[config.mk]
export PLATFORM = sky130hd
export DESIGN_NAME = hiscore_xfer_flat
export DESIGN_NICKNAME = d
export VERILOG_FILES = /design/src/rtl/digdug_hs_pkg.sv /design/src/rtl/hiscore_xfer_if.sv /design/src/rtl/hs_delay_ctr.sv /design/src/rtl/hiscore_xfer.sv /design/src/flat_wrapper.sv
export SDC_FILE = /design/constraint.sdc
export NUM_CORES = 1
export LEC_CHECK = 0
export ABC_AREA = 1
export ABC_CLOCK_PERIOD_IN_PS = 5400
export BUFFER_PORTS_ARGS = -buffer_cell sky130_fd_sc_hd__buf_2
export CAP_MARGIN = 0
export CORE_ASPECT_RATIO = 0.8
export CORE_MARGIN = 2
export CORE_UTILIZATION = 55
export CTS_CLUSTER_DIAMETER = 30
export DETAILED_ROUTE_END_ITERATION = 10
export PLACE_DENSITY = 0.8
export REMOVE_ABC_BUFFERS = 1
export SLEW_MARGIN = 15
export SYNTH_ARGS = -nofsm -noshare
export SYNTH_HDL_FRONTEND = slang
export SYNTH_SLANG_ARGS = --single-unit
[constraint.sdc]
create_clock -name MCLK -period 5.4 [get_ports MCLK]
set_input_delay 1.08 -clock MCLK [delete_from_list [all_inputs] [get_ports MCLK]]
set_output_delay 1.08 -clock MCLK [all_outputs]
set_load 0.02 [all_outputs]
[src/rtl/digdug_hs_pkg.sv]
// Shared types and default parameters for the Dig Dug hiscore transfer engine.
// The state encoding is visible to checkers through the interface debug signal.
package digdug_hs_pkg;

  localparam int DEF_ADDR_W = 11;
  localparam int DEF_RD_LAT = 2;
  localparam int DEF_SETTLE = 16;

  // One counter width covers both the settle delay (up to 255) and read latency.
  localparam int CTR_W = 8;

  typedef enum logic [2:0] {
    ST_IDLE    = 3'd0,
    ST_SETTLE  = 3'd1,
    ST_RD_ADDR = 3'd2,
    ST_RD_WAIT = 3'd3,
    ST_RD_OUT  = 3'd4,
    ST_WR_IN   = 3'd5,
    ST_WR_STB  = 3'd6,
    ST_FINISH  = 3'd7
  } hs_state_e;

endpackage

[src/rtl/hiscore_xfer_if.sv]
// Command, host byte streams and game-side RAM port of the hiscore transfer engine.
// Streams: a byte moves on the rising edge where VALID and READY are both 1; the
// source holds VALID and DATA stable until then, and READY may change freely.
interface hiscore_xfer_if #(
  parameter int ADDR_W = digdug_hs_pkg::DEF_ADDR_W
);
  logic              CMD_START;
  logic              CMD_DIR;
  logic [ADDR_W-1:0] CMD_BASE;
  logic [ADDR_W-1:0] CMD_LEN;
  logic              ABORT;
  logic              BUSY;
  logic              DONE;
  logic              ABORTED;
  logic              PAUSE_REQ;
  logic [7:0]        SI_DATA;
  logic              SI_VALID;
  logic              SI_READY;
  logic [7:0]        SO_DATA;
  logic              SO_VALID;
  logic              SO_READY;
  logic [ADDR_W-1:0] hs_address;
  logic [7:0]        hs_data_in;
  logic [7:0]        hs_data_out;
  logic              hs_write;
  logic              hs_access;
  digdug_hs_pkg::hs_state_e state_dbg;

  modport slave (
    input  CMD_START, CMD_DIR, CMD_BASE, CMD_LEN, ABORT,
    input  SI_DATA, SI_VALID, SO_READY, hs_data_out,
    output BUSY, DONE, ABORTED, PAUSE_REQ, SI_READY, SO_DATA, SO_VALID,
    output hs_address, hs_data_in, hs_write, hs_access, state_dbg
  );

  modport master (
    output CMD_START, CMD_DIR, CMD_BASE, CMD_LEN, ABORT,
    output SI_DATA, SI_VALID, SO_READY, hs_data_out,
    input  BUSY, DONE, ABORTED, PAUSE_REQ, SI_READY, SO_DATA, SO_VALID,
    input  hs_address, hs_data_in, hs_write, hs_access, state_dbg
  );

endinterface

[src/rtl/hs_delay_ctr.sv]
// Loadable down-counter that stops at zero; times both the CPU settle delay
// and the RAM read latency of the hiscore transfer engine.
module hs_delay_ctr #(
  parameter int W = 8
) (
  input  logic         clk_i,
  input  logic         rst_i,
  input  logic         load_i,
  input  logic [W-1:0] load_val_i,
  input  logic         en_i,
  output logic         zero_o
);

  logic [W-1:0] count_q, count_d;

  always_comb begin
    count_d = count_q;
    if (load_i) begin
      count_d = load_val_i;
    end else if (en_i && (count_q != '0)) begin
      count_d = count_q - W'(1);
    end
  end

  always_ff @(posedge clk_i) begin
    if (rst_i) begin
      count_q <= '0;
    end else begin
      count_q <= count_d;
    end
  end

  assign zero_o = (count_q == '0);

endmodule

[src/rtl/hiscore_xfer.sv]
// Moves hiscore bytes between the game RAM and a host byte stream while the
// game CPUs are paused; save streams RAM out, load writes host bytes into RAM.
module hiscore_xfer
  import digdug_hs_pkg::*;
#(
  parameter int ADDR_W = DEF_ADDR_W,
  parameter int RD_LAT = DEF_RD_LAT,
  parameter int SETTLE = DEF_SETTLE
) (
  input  logic MCLK,
  input  logic RESET,
  hiscore_xfer_if.slave bus
);

  // Counter runs from N-1 down to 0, giving exactly N cycles in the timed state.
  localparam logic [CTR_W-1:0] SETTLE_LD = CTR_W'(SETTLE - 1);
  localparam logic [CTR_W-1:0] RD_LAT_LD = CTR_W'(RD_LAT - 1);

  hs_state_e         state_q, state_d;
  logic              dir_q, dir_d;
  logic [ADDR_W-1:0] base_q, base_d;
  logic [ADDR_W-1:0] len_q, len_d;
  logic [ADDR_W-1:0] idx_q, idx_d;
  logic [ADDR_W-1:0] addr_q, addr_d;
  logic [7:0]        wdata_q, wdata_d;
  logic [7:0]        rdata_q, rdata_d;
  logic              aborted_q, aborted_d;
  logic              ctr_load, ctr_en, ctr_zero;
  logic [CTR_W-1:0]  ctr_val;
  logic              last_byte;
  logic [ADDR_W-1:0] idx_inc;

  assign last_byte = (idx_q == len_q);
  assign idx_inc   = idx_q + ADDR_W'(1);

  hs_delay_ctr #(.W(CTR_W)) u_delay (
    .clk_i      (MCLK),
    .rst_i      (RESET),
    .load_i     (ctr_load),
    .load_val_i (ctr_val),
    .en_i       (ctr_en),
    .zero_o     (ctr_zero)
  );

  always_comb begin
    state_d   = state_q;
    dir_d     = dir_q;
    base_d    = base_q;
    len_d     = len_q;
    idx_d     = idx_q;
    addr_d    = addr_q;
    wdata_d   = wdata_q;
    rdata_d   = rdata_q;
    aborted_d = 1'b0;
    ctr_load  = 1'b0;
    ctr_en    = 1'b0;
    ctr_val   = '0;

    unique case (state_q)
      ST_IDLE: begin
        if (bus.CMD_START) begin
          dir_d    = bus.CMD_DIR;
          base_d   = bus.CMD_BASE;
          len_d    = bus.CMD_LEN;
          idx_d    = '0;
          ctr_load = 1'b1;
          ctr_val  = SETTLE_LD;
          state_d  = ST_SETTLE;
        end
      end
      ST_SETTLE: begin
        ctr_en = 1'b1;
        if (ctr_zero) begin
          addr_d  = base_q;
          state_d = dir_q ? ST_WR_IN : ST_RD_ADDR;
        end
      end
      ST_RD_ADDR: begin
        ctr_load = 1'b1;
        ctr_val  = RD_LAT_LD;
        state_d  = ST_RD_WAIT;
      end
      ST_RD_WAIT: begin
        ctr_en = 1'b1;
        if (ctr_zero) begin
          rdata_d = bus.hs_data_out;
          state_d = ST_RD_OUT;
        end
      end
      ST_RD_OUT: begin
        if (bus.SO_READY) begin
          if (last_byte) begin
            state_d = ST_FINISH;
          end else begin
            idx_d   = idx_inc;
            addr_d  = base_q + idx_inc;
            state_d = ST_RD_ADDR;
          end
        end
      end
      ST_WR_IN: begin
        if (bus.SI_VALID) begin
          wdata_d = bus.SI_DATA;
          state_d = ST_WR_STB;
        end
      end
      ST_WR_STB: begin
        // Address moves only on the edge that ends the strobe.
        if (last_byte) begin
          state_d = ST_FINISH;
        end else begin
          idx_d   = idx_inc;
          addr_d  = base_q + idx_inc;
          state_d = ST_WR_IN;
        end
      end
      ST_FINISH: begin
        state_d = ST_IDLE;
      end
      default: begin
        state_d = ST_IDLE;
      end
    endcase

    // Abort overrides any handshake decoded above, so that byte is dropped.
    if ((state_q != ST_IDLE) && bus.ABORT) begin
      state_d   = ST_IDLE;
      aborted_d = 1'b1;
    end

    if (state_d == ST_IDLE) begin
      addr_d  = '0;
      wdata_d = '0;
      rdata_d = '0;
    end
  end

  always_ff @(posedge MCLK) begin
    if (RESET) begin
      state_q   <= ST_IDLE;
      dir_q     <= 1'b0;
      base_q    <= '0;
      len_q     <= '0;
      idx_q     <= '0;
      addr_q    <= '0;
      wdata_q   <= '0;
      rdata_q   <= '0;
      aborted_q <= 1'b0;
    end else begin
      state_q   <= state_d;
      dir_q     <= dir_d;
      base_q    <= base_d;
      len_q     <= len_d;
      idx_q     <= idx_d;
      addr_q    <= addr_d;
      wdata_q   <= wdata_d;
      rdata_q   <= rdata_d;
      aborted_q <= aborted_d;
    end
  end

  assign bus.BUSY       = (state_q != ST_IDLE);
  assign bus.PAUSE_REQ  = (state_q != ST_IDLE);
  assign bus.hs_access  = (state_q != ST_IDLE) && (state_q != ST_SETTLE);
  assign bus.DONE       = (state_q == ST_FINISH);
  assign bus.ABORTED    = aborted_q;
  assign bus.SO_VALID   = (state_q == ST_RD_OUT);
  assign bus.SI_READY   = (state_q == ST_WR_IN);
  assign bus.hs_write   = (state_q == ST_WR_STB);
  assign bus.hs_address = addr_q;
  assign bus.hs_data_in = wdata_q;
  assign bus.SO_DATA    = rdata_q;
  assign bus.state_dbg  = state_q;

endmodule

[src/flat_wrapper.sv]
// flat-port wrapper written by rule: the top's interface ports become plain ports
module hiscore_xfer_flat import digdug_hs_pkg::*;
#(
  parameter int ADDR_W = DEF_ADDR_W,
  parameter int RD_LAT = DEF_RD_LAT,
  parameter int SETTLE = DEF_SETTLE
)
  (MCLK, RESET, bus_CMD_START, bus_CMD_DIR, bus_CMD_BASE, bus_CMD_LEN, bus_ABORT, bus_SI_DATA, bus_SI_VALID, bus_SO_READY, bus_hs_data_out, bus_BUSY, bus_DONE, bus_ABORTED, bus_PAUSE_REQ, bus_SI_READY, bus_SO_DATA, bus_SO_VALID, bus_hs_address, bus_hs_data_in, bus_hs_write, bus_hs_access, bus_state_dbg);
  hiscore_xfer_if #(.ADDR_W(ADDR_W)) bus_i ();
  input  logic MCLK;
  input  logic RESET;
  input wire logic [$bits(bus_i.CMD_START)-1:0] bus_CMD_START;
  input wire logic [$bits(bus_i.CMD_DIR)-1:0] bus_CMD_DIR;
  input wire logic [$bits(bus_i.CMD_BASE)-1:0] bus_CMD_BASE;
  input wire logic [$bits(bus_i.CMD_LEN)-1:0] bus_CMD_LEN;
  input wire logic [$bits(bus_i.ABORT)-1:0] bus_ABORT;
  input wire logic [$bits(bus_i.SI_DATA)-1:0] bus_SI_DATA;
  input wire logic [$bits(bus_i.SI_VALID)-1:0] bus_SI_VALID;
  input wire logic [$bits(bus_i.SO_READY)-1:0] bus_SO_READY;
  input wire logic [$bits(bus_i.hs_data_out)-1:0] bus_hs_data_out;
  output wire logic [$bits(bus_i.BUSY)-1:0] bus_BUSY;
  output wire logic [$bits(bus_i.DONE)-1:0] bus_DONE;
  output wire logic [$bits(bus_i.ABORTED)-1:0] bus_ABORTED;
  output wire logic [$bits(bus_i.PAUSE_REQ)-1:0] bus_PAUSE_REQ;
  output wire logic [$bits(bus_i.SI_READY)-1:0] bus_SI_READY;
  output wire logic [$bits(bus_i.SO_DATA)-1:0] bus_SO_DATA;
  output wire logic [$bits(bus_i.SO_VALID)-1:0] bus_SO_VALID;
  output wire logic [$bits(bus_i.hs_address)-1:0] bus_hs_address;
  output wire logic [$bits(bus_i.hs_data_in)-1:0] bus_hs_data_in;
  output wire logic [$bits(bus_i.hs_write)-1:0] bus_hs_write;
  output wire logic [$bits(bus_i.hs_access)-1:0] bus_hs_access;
  output wire logic [$bits(bus_i.state_dbg)-1:0] bus_state_dbg;
  assign bus_i.CMD_START = bus_CMD_START;
  assign bus_i.CMD_DIR = bus_CMD_DIR;
  assign bus_i.CMD_BASE = bus_CMD_BASE;
  assign bus_i.CMD_LEN = bus_CMD_LEN;
  assign bus_i.ABORT = bus_ABORT;
  assign bus_i.SI_DATA = bus_SI_DATA;
  assign bus_i.SI_VALID = bus_SI_VALID;
  assign bus_i.SO_READY = bus_SO_READY;
  assign bus_i.hs_data_out = bus_hs_data_out;
  assign bus_BUSY = bus_i.BUSY;
  assign bus_DONE = bus_i.DONE;
  assign bus_ABORTED = bus_i.ABORTED;
  assign bus_PAUSE_REQ = bus_i.PAUSE_REQ;
  assign bus_SI_READY = bus_i.SI_READY;
  assign bus_SO_DATA = bus_i.SO_DATA;
  assign bus_SO_VALID = bus_i.SO_VALID;
  assign bus_hs_address = bus_i.hs_address;
  assign bus_hs_data_in = bus_i.hs_data_in;
  assign bus_hs_write = bus_i.hs_write;
  assign bus_hs_access = bus_i.hs_access;
  assign bus_state_dbg = bus_i.state_dbg;
  hiscore_xfer #(.ADDR_W(ADDR_W), .RD_LAT(RD_LAT), .SETTLE(SETTLE)) u_core (.MCLK(MCLK), .RESET(RESET), .bus(bus_i));
endmodule
==> results of run 1 <==
==> final timing paths <==
kind	endpoint	from
worst min register to register	u_core.base_q[9]$_SDFFE_PP0P_	u_core.base_q[9]$_SDFFE_PP0P_
worst max-delay path	u_core.idx_q[5]$_SDFFE_PP0P_	bus_CMD_START
worst max register to register	u_core.idx_q[5]$_SDFFE_PP0P_	u_core.bus.state_dbg[0]$_SDFF_PP0_
worst min-delay path	u_core.base_q[9]$_SDFFE_PP0P_	u_core.base_q[9]$_SDFFE_PP0P_
==> layout by cell type, fill, tap and decap left out, types with 5 or more instances in the layout <==
cell	n
a21oi_1	42
buf_2	82
clkbuf_8	10
dfxtp_1	73
ha_1	12
inv_1	103
mux2_2	16
nand2_1	171
nand3_1	32
nand4_1	7
nor2_1	52
nor3_1	12
o21ai_0	43
xnor2_1	5
xor2_1	9
==> routing by layer <==
metal	global-route usage	wire length [um]	share of wire	up-vias
li1	-	-	-	2103
met1	0.3363	4604	0.45	1858
met2	0.4225	4712	0.46	167
met3	0.05787	832	0.081	21
met4	0.08649	155	0.015	0
met5	0	0	0	-
==> critical path, delay by kind of cell <==
kind | cells | cell delay [ns]
and+or+nand+nor | 2 | 0.65
AOI/OAI and AO/OA | 3 | 1.03
buffers and inverters | 3 | 1.07
==> final cells by class <==
| cell class | count | area, sq um | share of cell area |
|---|---|---|---|
| multi-input cells | 426 | 2207 | 0.4599 |
| flip-flops and latches | 73 | 1461 | 0.3045 |
| clock buffers | 12 | 145.1 | 0.03024 |
| clock inverters | 3 | 65.06 | 0.01356 |
| well taps | 90 | 112.6 | 0.02346 |
| repair buffers | 82 | 410.4 | 0.08551 |
| inverters | 106 | 397.9 | 0.08290 |
==> cell families after synthesis <==
| kind of cell | after synthesis | share of synthesized area |
|---|---|---|
| xor gates and xnor gates | 14 | 0.02946 |
| muxes | 18 | 0.04809 |
| AOI/OAI and AO/OA | 93 | 0.1160 |
| buffers and inverters | 124 | 0.1187 |
| and+or+nand+nor | 288 | 0.2958 |
| DFF | 73 | 0.3511 |
| adders and majority gates | 13 | 0.04088 |
==> registers in the layout, summed over array words and instances (netlist names) <==
register,cells
u_core.bus.hs_data_in,8
u_core.idx_q,11
u_core.bus.state_dbg,3
u_core.len_q,11
u_core.bus.hs_address,11
u_core.bus.SO_DATA,8
u_core.dir_q,1
u_core.bus.ABORTED,1
u_core.base_q,11
u_core.u_delay.count_q,8
==> per-stage QoR <==
step / utilization / instances / area (sq um) / setup WS, ns
finish: 0.6524 / 792 / 4800 / 1.800
global route: 0.6524 / 792 / 4800 / 1.573
CTS: 0.6524 / 792 / 4800 / 2.313
detailed placement: 0.6238 / 777 / 4589 / 1.938
global placement: 0.6238 / 777 / 4589 / 2.101
floorplan: - / 605 / 4066 / 2.725
==> power by group <==
| part | total [W] | internal (W) | switching (W) |
|---|---|---|---|
| clock | 0.000470 | 0.000270 | 0.000200 |
| sequential | 0.000599 | 0.000571 | 0.0000275 |
| combinational | 0.000284 | 0.0000992 | 0.000185 |
==> summary.md, run 1 <==
| Metric | Value |
|---|---|
| WP data arrival | `around 3.8 ns` |
| P&R area growth vs syn | `15.30%` |
| Total Wirelength | `10310 um` |
| Critical Path Max Stage Delay | `0.93 ns` |
| Hold-critical path depth | `2` |
| Hold_buf cts | `0` |
| Final net count | `756` |
| Worst skew pair latency | `0.35 ns` |
| CTS tree | `done` |
| GRT overflow | `0` |
| Synth warnings | `0` |
| Netlist cell types | `36` |
| Global-route wire length before repair | `16840 um` |
| Leak | `2.741 nW` |
| PnR Total Power | `0.001353 W` |
| Worst hold slack | `0.4802 ns` |
| Dominant cells by area after synthesis | `dfxtp_1 (35%), nand2_1 (15%), inv_1 (9.4%), o21ai_0 (5.2%), a21oi_1 (5.0%)` |
| Peak supply drop | `roughly 0.18 mV` |
| Post-Synthesis Cells | `623` |
| Worst slew margin | `0.3307` |
| RSZ-0062 raised after global routing | `false` |
| Leading area contributor after synthesis | `dfxtp_1` |
| Routed length per placed instance | `13.01 um` |
| Max-cap violations | `0` |
| Mean Syn Cell Area | `about 6.7 sq um` |
| # diodes | `0` |
| Cell area power density | `281.8 mW/mm^2` |
| Clock root buffer | `clkbuf_8` |
| Initial antenna violation count | `0` |
| Post-cts sizing count | `0` |
| CP Data Required Time | `about 5.6 ns` |
| Commonest cells post-synth | `nand2_1 (171), inv_1 (104), dfxtp_1 (73)` |
| Post-CTS setup buffers | `0` |
| Post-synth EDFFs | `0` |
| Final setup fails | `0` |
| Setup TNS | `0 ns` |
| Initial Util | `0.5658` |
| Hold Violations, Final | `0` |
| Vias in the first global route | `3823` |
| Final min period | `3.600 ns` |
| Total track usage | `0.2571` |
| Num CTS Buffers | `9` |
| Htree depth | `3` |
| DRT iter0 DRCs | `214` |
| Layout fillers | `659` |
| CP max stage cell | `clkinv_1` |
| Row Count | `28` |
| Die area | `0.008285 sq mm` |
| Die Width | `101.3 um` |
| FFs w/ async S/R, synth | `0` |
| Critical Path Start Type | `primary input` |
| Slew Limit Fails | `0` |
| Count leader, synth | `nand2_1` |
| DRC Markers | `0` |
| DR pass1 iterations | `5` |
| Clock sinks | `73` |
| Worst hold path class | `flip-flop to flip-flop` |
| Crit path cell chain | `buf_2 -> inv_1 -> nor2_2 -> clkinv_1 -> a21oi_2 -> nand2_2 -> o21ai_0 -> a21oi_1` |
| HPWL Detailed | `7578 um` |
| Clock skew | `0.01038 ns` |
| Outcome | `finished clean` |
| Crit Path Class | `primary input to flip-flop` |
| Pin count of the biggest net entering global routing | `40` |
| Die height | `81.82 um` |
| Post-synthesis register bit count | `between 70 and 80` |
| Worst reg2reg setup slack | `approximately 1.9 ns` |
| Cell Area, Synth | `between 0.004 and 0.005 sq mm` |
| # IOs | `between 80 and 90` |
| Top-area cell type share of the netlist area | `0.3511` |
| Post-DRT Antenna Nets | `0` |
| Reg clk slew, reported paths | `0.07 ns` |
| Fmax | `0.2777 GHz` |
| Layout cells sized above 1 | `0.1795` |
| Final GP Congestion | `0.8898` |
| Register area share after synthesis | `0.3511` |
| Synth Flop Type | `dfxtp_1` |
| Vias | `4149` |
| Worst Setup End Kind | `flip-flop` |
| Core Area | `0.007357 sq mm` |
| CP max FO | `39` |
| Transition time of the tightest slew-check pin | `0.9977 ns` |
| Clk buf depth | `2` |
| Fin crit share | `0.6667` |
| Reg2reg path depth | `8` |
| Count of input and output buffers | `82` |
| DR vias/cell | `5.239` |
Power figures use the tool's default switching activity.
==> run 2, diff against run 1 <==
--- a/config.mk
+++ b/config.mk
@@ -6,15 +6,15 @@
 export NUM_CORES = 1
 export LEC_CHECK = 0
 export ABC_AREA = 1
-export ABC_CLOCK_PERIOD_IN_PS = 5400
+export ABC_CLOCK_PERIOD_IN_PS = 2950
 export BUFFER_PORTS_ARGS = -buffer_cell sky130_fd_sc_hd__buf_2
 export CAP_MARGIN = 0
 export CORE_ASPECT_RATIO = 0.8
 export CORE_MARGIN = 2
-export CORE_UTILIZATION = 55
+export CORE_UTILIZATION = 50
 export CTS_CLUSTER_DIAMETER = 30
 export DETAILED_ROUTE_END_ITERATION = 10
-export PLACE_DENSITY = 0.8
+export PLACE_DENSITY = 0.76
 export REMOVE_ABC_BUFFERS = 1
 export SLEW_MARGIN = 15
 export SYNTH_ARGS = -nofsm -noshare
==> constraint.sdc (replaced) <==
create_clock -name MCLK -period 2.95 [get_ports MCLK]
set_input_delay 0.59 -clock MCLK [delete_from_list [all_inputs] [get_ports MCLK]]
set_output_delay 0.59 -clock MCLK [all_outputs]
set_load 0.02 [all_outputs]
==> summary.md, run 2 (synthesized netlist as in run 1, its figures left out) <==
| Metric | Value |
|---|---|
| GRT Max-Usage Layer | `met2 (unchanged)` |
| Layout cells sized above 1 | `0.1881 (was 0.1795)` |
| Hold Violations, Final | `0 (unchanged)` |
| Clock root buffer | `clkbuf_8 (unchanged)` |
| Post-DRT Antenna Nets | `0 (unchanged)` |
| Worst hold path class | `primary input to flip-flop (was flip-flop to flip-flop)` |
| Most frequent cells in the layout | `nand2_1 (171), inv_1 (104), buf_2 (82), dfxtp_1 (73), nor2_1 (51) (was nand2_1 (171), inv_1 (103), buf_2 (82), dfxtp_1 (73), nor2_1 (52))` |
| Vias | `4029 (was 4149)` |
| Met2 GRT Util | `0.3619 (was 0.4225)` |
| Total track usage | `0.2326 (was 0.2571)` |
| Slack of the critical path | `0.3939 ns (was 1.800 ns)` |
| Outcome | `finished clean (unchanged)` |
| Die area | `0.009076 sq mm (was 0.008285 sq mm)` |
| Num CTS Buffers | `9 (unchanged)` |
| Row Count | `29 (was 28)` |
| Clock sinks | `73 (unchanged)` |
| Clk buf depth | `2 (unchanged)` |
| Most common cell after layout, fill and taps aside | `nand2_1 (unchanged)` |
| Count of input and output buffers | `82 (unchanged)` |
| CP max FO | `5 (was 39)` |
| Reg clk slew, reported paths | `0.09 ns (was 0.07 ns)` |
| Die height | `85.61 um (was 81.82 um)` |
| Total Wirelength | `10110 um (was 10310 um)` |
| Final net count | `761 (was 756)` |
| CP max stage cell | `dfxtp_1 (was clkinv_1)` |
| Final setup fails | `0 (unchanged)` |
| Crit Path Class | `flip-flop to flip-flop (was primary input to flip-flop)` |
| Cell area power density | `521.1 mW/mm^2 (was 281.8 mW/mm^2)` |
| Global-route wire length before repair | `16820 um (was 16840 um)` |
| Initial antenna violation count | `0 (unchanged)` |
| Dpl ws | `0.3082 ns (was 1.938 ns)` |
| # IOs | `83 (unchanged)` |
| Worst skew pair latency | `0.36 ns (was 0.35 ns)` |
| Final GP Congestion | `0.9190 (was 0.8898)` |
| DRC Markers | `0 (unchanged)` |
| Core Area | `0.008019 sq mm (was 0.007357 sq mm)` |
| # diodes | `0 (unchanged)` |
| Fmax | `0.3912 GHz` |
| Top Family by Delay on Critical Path | `simple AND/OR/NAND/NOR gates (was buffers and inverters)` |
| Hold_buf cts | `0 (unchanged)` |
| Transition time of the tightest slew-check pin | `0.6351 ns (was 0.9977 ns)` |
| Vias in the first global route | `3658 (was 3823)` |
| GRT met3 Usage | `0.06915 (was 0.05787)` |
| Htree depth | `3 (unchanged)` |
| Post-cts sizing count | `0 (unchanged)` |
| HPWL Detailed | `7407 um (was 7578 um)` |
| Worst slew margin | `0.5721 (was 0.3307)` |
| Worst hold slack | `0.4427 ns (was 0.4802 ns)` |
| GRT overflow | `0 (unchanged)` |
| DRT iter0 DRCs | `181 (was 214)` |
| Post-CTS setup buffers | `0 (unchanged)` |
| CTS tree | `done (unchanged)` |
| Clock skew | `0.01368 ns (was 0.01038 ns)` |
| Worst path most repeated cell | `nand2_1` |
| DR pass1 iterations | `5 (unchanged)` |
| Layout fillers | `780 (was 659)` |
| Critical Path Max Stage Delay | `0.42 ns (was 0.93 ns)` |
| Max-cap violations | `0 (unchanged)` |
| Worst Setup End Kind | `flip-flop (unchanged)` |
| P&R area growth vs syn | `17.34% (was 15.30%)` |
| Setup TNS | `0 ns (unchanged)` |
| Leak | `2.770 nW (was 2.741 nW)` |
| Critical Path Start Type | `flip-flop (was primary input)` |
| Crit path cell chain | `ha_1 -> nand3_1 -> nor2_2 -> nand2_1 -> xor2_1 -> ha_1 -> nand2_1 -> inv_1 -> a21oi_1 -> nand2_1 -> nor2_1 -> nand2_1 -> nand2_1 -> nand2_1 -> nand3_1 -> nand2_1 -> nand2_1 -> inv_1 (was buf_2 -> inv_1 -> nor2_2 -> clkinv_1 -> a21oi_2 -> nand2_2 -> o21ai_0 -> a21oi_1)` |
| Pin count of the biggest net entering global routing | `39 (was 40)` |
| GR Util met1 | `0.3107 (was 0.3363)` |
| RSZ-0062 raised after global routing | `false (unchanged)` |
| Die Width | `106.0 um (was 101.3 um)` |
| CP Data Required Time | `3.22 ns (was 5.63 ns)` |
| Final min period | `2.556 ns` |
| Fin crit share | `0.8665` |
| Routed length per placed instance | `12.40 um (was 13.01 um)` |
| Initial Util | `0.5191 (was 0.5658)` |
| Peak supply drop | `0.5963 mV (was 0.1812 mV)` |
| Slew Limit Fails | `0 (unchanged)` |
| DR vias/cell | `4.944 (was 5.239)` |
| Buf/Inv on CP | `2 (was 3)` |
| WP data arrival | `2.82 ns (was 3.83 ns)` |
[run 2: final timing paths]
check / start / to / slack [ns] / cells past startpoint
max: u_core.idx_q[0]$_SDFFE_PP0P_ / u_core.bus.hs_address[10]$_SDFFE_PP0P_ / 0.39 / 18
min: bus_CMD_BASE[8] / u_core.base_q[8]$_SDFFE_PP0P_ / 0.44 / 3
max reg2reg: u_core.idx_q[0]$_SDFFE_PP0P_ / u_core.bus.hs_address[10]$_SDFFE_PP0P_ / 0.39 / 18
min reg2reg: u_core.base_q[10]$_SDFFE_PP0P_ / u_core.base_q[10]$_SDFFE_PP0P_ / 0.48 / 2
[run 2: area by class of cell]
cell class | instances | area (sq um) | area share
clock buffers | 10 | 127.6 | 0.02613
repair buffers | 87 | 447.9 | 0.09170
flip-flops and latches | 73 | 1461 | 0.2992
well taps | 108 | 135.1 | 0.02766
multi-input cells | 426 | 2210 | 0.4524
inverters | 106 | 397.9 | 0.08146
clock inverters | 5 | 105.1 | 0.02152
[run 2: per-stage QoR]
| stage | cell area (sq um) | util | power [W] | cells |
|---|---|---|---|---|
| 2_1_floorplan | 4066 | - | 0.001471 | 605 |
| 3_3_place_gp | 4649 | 0.5798 | 0.001614 | 800 |
| 3_5_place_dp | 4649 | 0.5798 | 0.001625 | 800 |
| 4_1_cts | 4882 | 0.6088 | 0.002564 | 815 |
| 5_1_grt | 4885 | 0.6091 | 0.002679 | 815 |
| 6_report | 4885 | 0.6091 | 0.002545 | 815 |
[run 2: routing by layer]
metal	part of all wire	vias up
met5	0	-
met4	0.014	0
met3	0.073	12
met2	0.43	129
met1	0.49	1767
li1	-	2121
[run 2: where the power goes]
part	total, W	switching, W	internal, W	leakage, nW
sequential	0.00110	0.0000504	0.00105	0.597
combinational	0.000513	0.000328	0.000185	2.06
clock	0.000936	0.000379	0.000557	0.109
[run 2: worst reg2reg max path: stages (launching register included)]
cell	delay [ns]
dfxtp_1	0.42
ha_1	0.22
nand3_1	0.13
nor2_2	0.20
nand2_1	0.10
xor2_1	0.22
ha_1	0.32
nand2_1	0.10
inv_1	0.04
a21oi_1	0.17
nand2_1	0.07
nor2_1	0.08
nand2_1	0.07
nand2_1	0.06
nand2_1	0.04
nand3_1	0.07
nand2_1	0.05
nand2_1	0.05
inv_1	0.04
==> run 3, diff against run 2 <==
--- a/config.mk
+++ b/config.mk
@@ -19,4 +19,5 @@
 export SLEW_MARGIN = 15
 export SYNTH_ARGS = -nofsm -noshare
 export SYNTH_HDL_FRONTEND = slang
+export SYNTH_HIERARCHICAL = 1
 export SYNTH_SLANG_ARGS = --single-unit
==> summary.md, run 3 <==
| Metric | Value |
|---|---|
| Sequential cell area | `0.001464 sq mm (was 0.001461 sq mm)` |
| Buf/Inv on CP | `3 (was 2)` |
| Leading area contributor after synthesis | `dfxtp_1 (unchanged)` |
| Layout cells sized above 1 | `0.1779 (was 0.1881)` |
| Clock root buffer | `clkbuf_8 (unchanged)` |
| Synth Flop Type | `dfxtp_1 (unchanged)` |
| Clock skew | `0.01311 ns (was 0.01368 ns)` |
| Worst reg2reg setup slack | `0.42 ns (was 0.39 ns)` |
| Dpl ws | `0.3162 ns (was 0.3082 ns)` |
| DR vias/cell | `5.018 (was 4.944)` |
| Most common cell after layout, fill and taps aside | `nand2_1 (unchanged)` |
| GRT overflow | `0 (unchanged)` |
| Hold-critical path depth | `2 (was 3)` |
| Vias | `4125 (was 4029)` |
| Die area | `0.009099 sq mm (was 0.009076 sq mm)` |
| Reg-to-Reg Start | `u_core/idx_q[2]$_SDFFE_PP0P_ (was u_core.idx_q[0]$_SDFFE_PP0P_)` |
| # diodes | `0 (unchanged)` |
| Dominant cells by area after synthesis | `dfxtp_1 (35%), nand2_1 (16%), nor2_1 (6.7%), a21oi_1 (6.2%), inv_1 (6.1%) (was dfxtp_1 (35%), nand2_1 (15%), inv_1 (9.4%), o21ai_0 (5.2%), a21oi_1 (5.0%))` |
| Reg clk slew, reported paths | `0.08 ns (was 0.09 ns)` |
| Clock sinks | `73 (unchanged)` |
| Worst hold path class | `flip-flop to flip-flop (was primary input to flip-flop)` |
| Area of the multi-input gates | `0.002330 sq mm (was 0.002210 sq mm)` |
| Core Area | `0.008019 sq mm (unchanged)` |
| Global-route wire length before repair | `17060 um (was 16820 um)` |
| Count of input and output buffers | `82 (unchanged)` |
| Setup TNS | `0 ns (unchanged)` |
| Die Width | `106.2 um (was 106.0 um)` |
| Top-area cell type share of the netlist area | `0.3501 (was 0.3511)` |
| Leak | `2.499 nW (was 2.770 nW)` |
| FFs w/ async S/R, synth | `0 (unchanged)` |
| Num CTS Buffers | `9 (unchanged)` |
| WP data arrival | `2.79 ns (was 2.82 ns)` |
| Reg2reg path depth | `17 (was 18)` |
| Min-Delay Startpoint | `u_core/len_q[2]$_SDFFE_PP0P_ (was bus_CMD_BASE[8])` |
| Initial antenna violation count | `0 (unchanged)` |
| Crit path cell chain | `nand2_1 -> nor3_2 -> nand4_1 -> xor2_1 -> inv_1 -> ha_1 -> nand2_1 -> nor2_1 -> nand2_1 -> o211ai_1 -> inv_1 -> nand2_1 -> nand3_1 -> nand2_1 -> inv_1 -> nor2_1 -> nor2_1 (was ha_1 -> nand3_1 -> nor2_2 -> nand2_1 -> xor2_1 -> ha_1 -> nand2_1 -> inv_1 -> a21oi_1 -> nand2_1 -> nor2_1 -> nand2_1 -> nand2_1 -> nand2_1 -> nand3_1 -> nand2_1 -> nand2_1 -> inv_1)` |
| Post-CTS setup buffers | `0 (unchanged)` |
| Layout fillers | `788 (was 780)` |
| Final setup fails | `0 (unchanged)` |
| Fmax | `0.3948 GHz (was 0.3912 GHz)` |
| Final min period | `2.533 ns (was 2.556 ns)` |
| Final GP Congestion | `0.9002 (was 0.9190)` |
| Netlist cell types | `37 (was 36)` |
| Peak supply drop | `0.4637 mV (was 0.5963 mV)` |
| Worst Setup End Kind | `flip-flop (unchanged)` |
| Cell area power density | `845.1 mW/mm^2 (was 521.1 mW/mm^2)` |
| Count leader, synth | `nand2_1 (unchanged)` |
| Post-DRT Antenna Nets | `0 (unchanged)` |
| Row Count | `29 (unchanged)` |
| DRT iter0 DRCs | `256 (was 181)` |
| Critical Path Max Stage Delay | `0.47 ns (was 0.42 ns)` |
| Outcome | `finished clean (unchanged)` |
| Transition time of the tightest slew-check pin | `0.5888 ns (was 0.6351 ns)` |
| Post-synth EDFFs | `0 (unchanged)` |
| Hold_buf cts | `0 (unchanged)` |
| Worst skew pair latency | `0.36 ns (about the same)` |
| Pin count of the biggest net entering global routing | `38 (was 39)` |
| Post-Synthesis Cells | `629 (was 623)` |
| HPWL Detailed | `7424 um (was 7407 um)` |
| Top Family by Delay on Critical Path | `simple AND/OR/NAND/NOR gates (unchanged)` |
| Cell Area, Synth | `0.004174 sq mm (was 0.004163 sq mm)` |
| DRC Markers | `0 (unchanged)` |
| CTS tree | `done (unchanged)` |
| Commonest cells post-synth | `nand2_1 (176), nor2_1 (74), dfxtp_1 (73) (was nand2_1 (171), inv_1 (104), dfxtp_1 (73))` |
| Post-synthesis register bit count | `73 (unchanged)` |
| Worst slew margin | `0.6071 (was 0.5721)` |
| Mean Syn Cell Area | `6.636 sq um (was 6.682 sq um)` |
| Final net count | `768 (was 761)` |
| CP max FO | `7 (was 5)` |
| Slew Limit Fails | `0 (unchanged)` |
| Crit Path Class | `flip-flop to flip-flop (unchanged)` |
| Most frequent cells in the layout | `nand2_1 (176), buf_2 (82), nor2_1 (74), dfxtp_1 (71), inv_1 (68) (was nand2_1 (171), inv_1 (104), buf_2 (82), dfxtp_1 (73), nor2_1 (51))` |
| Critical Path Start Type | `flip-flop (unchanged)` |
| Routed length per placed instance | `12.30 um (was 12.40 um)` |
| RSZ-0062 raised after global routing | `false (unchanged)` |
| Max-cap violations | `0 (unchanged)` |
| CP max stage cell | `dfxtp_1 (unchanged)` |
| Initial Util | `0.5205 (was 0.5191)` |
| Synth warnings | `6 (was 0)` |
| Htree depth | `3 (unchanged)` |
| Reg2reg end | `u_core/bus.hs_address[10]$_SDFFE_PP0P_ (was u_core.bus.hs_address[10]$_SDFFE_PP0P_)` |
| CP Data Required Time | `3.20 ns (was 3.22 ns)` |
| # IOs | `83 (unchanged)` |
| Clk buf depth | `2 (unchanged)` |
| Total Wirelength | `10110 um (about the same)` |
| Vias in the first global route | `3745 (was 3658)` |
| Total track usage | `0.2315 (was 0.2326)` |
| Slack of the critical path | `0.4174 ns (was 0.3939 ns)` |
| Hold EP | `u_core/len_q[2]$_SDFFE_PP0P_ (was u_core.base_q[8]$_SDFFE_PP0P_)` |
| Worst hold slack | `0.4685 ns (was 0.4427 ns)` |
| Worst path most repeated cell | `nand2_1 (unchanged)` |
| DR pass1 iterations | `5 (unchanged)` |
| Fin crit share | `0.8585 (was 0.8665)` |
| Hold Violations, Final | `0 (unchanged)` |
| Die height | `85.72 um (was 85.61 um)` |
| Register area share after synthesis | `0.3501 (was 0.3511)` |
| P&R area growth vs syn | `16.97% (was 17.34%)` |
[run 3: changes by cell type in the layout (fill, tap and decap cells not counted), sizes merged, moves of 6 or more]
| cell | before | now |
|---|---|---|
| inv | 106 | 76 |
| nor2 | 55 | 77 |
| o21ai | 45 | 28 |
| mux2 | 16 | 0 |
| nand3 | 33 | 48 |
| mux2i | 2 | 16 |
| nand2 | 174 | 184 |
| a21oi | 43 | 52 |
| nor3 | 13 | 7 |
[run 3: power by group]
part	switching (W)	total, W	internal (W)
sequential	0.000139	0.00130	0.00116
clock	0.000415	0.000900	0.000485
combinational	0.00133	0.00193	0.000596
total	0.00189	0.00413	0.00224
[run 3: worst register-to-register path, delay by kind of cell (launching register included)]
kind	cells	cell delay, ns
and+or+nand+nor	11	1.10
AOI/OAI and AO/OA	1	0.19
buffers and inverters	3	0.16
DFF	1	0.47
xor gates and xnor gates	1	0.15
adders and majority gates	1	0.36
[run 3: per-layer routing]
metal | share of wire | up-vias | track usage
met5 | 0 | - | 0
met2 | 0.45 | 121 | 0.3869
met4 | 0.013 | 0 | 0.05024
met1 | 0.48 | 1827 | 0.3053
li1 | - | 2162 | -
met3 | 0.058 | 15 | 0.05699
[run 3: kinds of logic (layout without fill, tap and decap cells)]
logic type / count (synthesis) / after routing / synth area share
AOI/OAI and AO/OA: 87 / 87 / 0.1082
buffers and inverters: 96 / 178 / 0.09622
DFF: 73 / 73 / 0.3501
and+or+nand+nor: 328 / 328 / 0.3330
other: 1 / 4 / 0.0008984
xor gates and xnor gates: 14 / 14 / 0.02938
adders and majority gates: 14 / 14 / 0.04377
muxes: 16 / 16 / 0.03837
[run 3: area by class of cell]
cell class                 count  share of cell area
inverter                      76             0.05869
clock inverter                 7             0.02101
sequential                    73              0.2998
multi-input combinational    463              0.4772
clock buffer                   9             0.02537
tap                          108             0.02768
timing repair buffer          86             0.09021
[run 3: repair_timing]
item                                    CTS  global route
endpoints found under the hold margin     0             0
resized for setup                         0             4
endpoints found under the setup margin    0             1
[run 3: how the worst max path moves through the flow]
stage | startpoint | endpoint | slack (ns) | cells past startpoint
floorplan | u_core/idx_q[0]$_SDFFE_PP0P_ | u_core/bus.hs_address[10]$_SDFFE_PP0P_ | 0.56 | 17
global placement | u_core/idx_q[0]$_SDFFE_PP0P_ | u_core/bus.hs_address[10]$_SDFFE_PP0P_ | 0.40 | 17
detailed placement | u_core/idx_q[0]$_SDFFE_PP0P_ | u_core/bus.hs_address[10]$_SDFFE_PP0P_ | 0.32 | 17
CTS | u_core/idx_q[0]$_SDFFE_PP0P_ | u_core/bus.hs_address[10]$_SDFFE_PP0P_ | 0.32 | 17
global route | u_core/idx_q[0]$_SDFFE_PP0P_ | u_core/bus.hs_address[10]$_SDFFE_PP0P_ | 0.04 | 17
finish | u_core/idx_q[2]$_SDFFE_PP0P_ | u_core/bus.hs_address[10]$_SDFFE_PP0P_ | 0.42 | 17
[run 3: stage by stage]
stage,util,std cells,area [sq um],power (W)
2_1_floorplan,-,612,4070,0.002717
3_3_place_gp,0.5793,806,4646,0.003186
3_5_place_dp,0.5793,806,4646,0.003234
4_1_cts,0.6076,822,4872,0.004145
5_1_grt,0.6088,822,4882,0.004490
6_report,0.6088,822,4882,0.004126
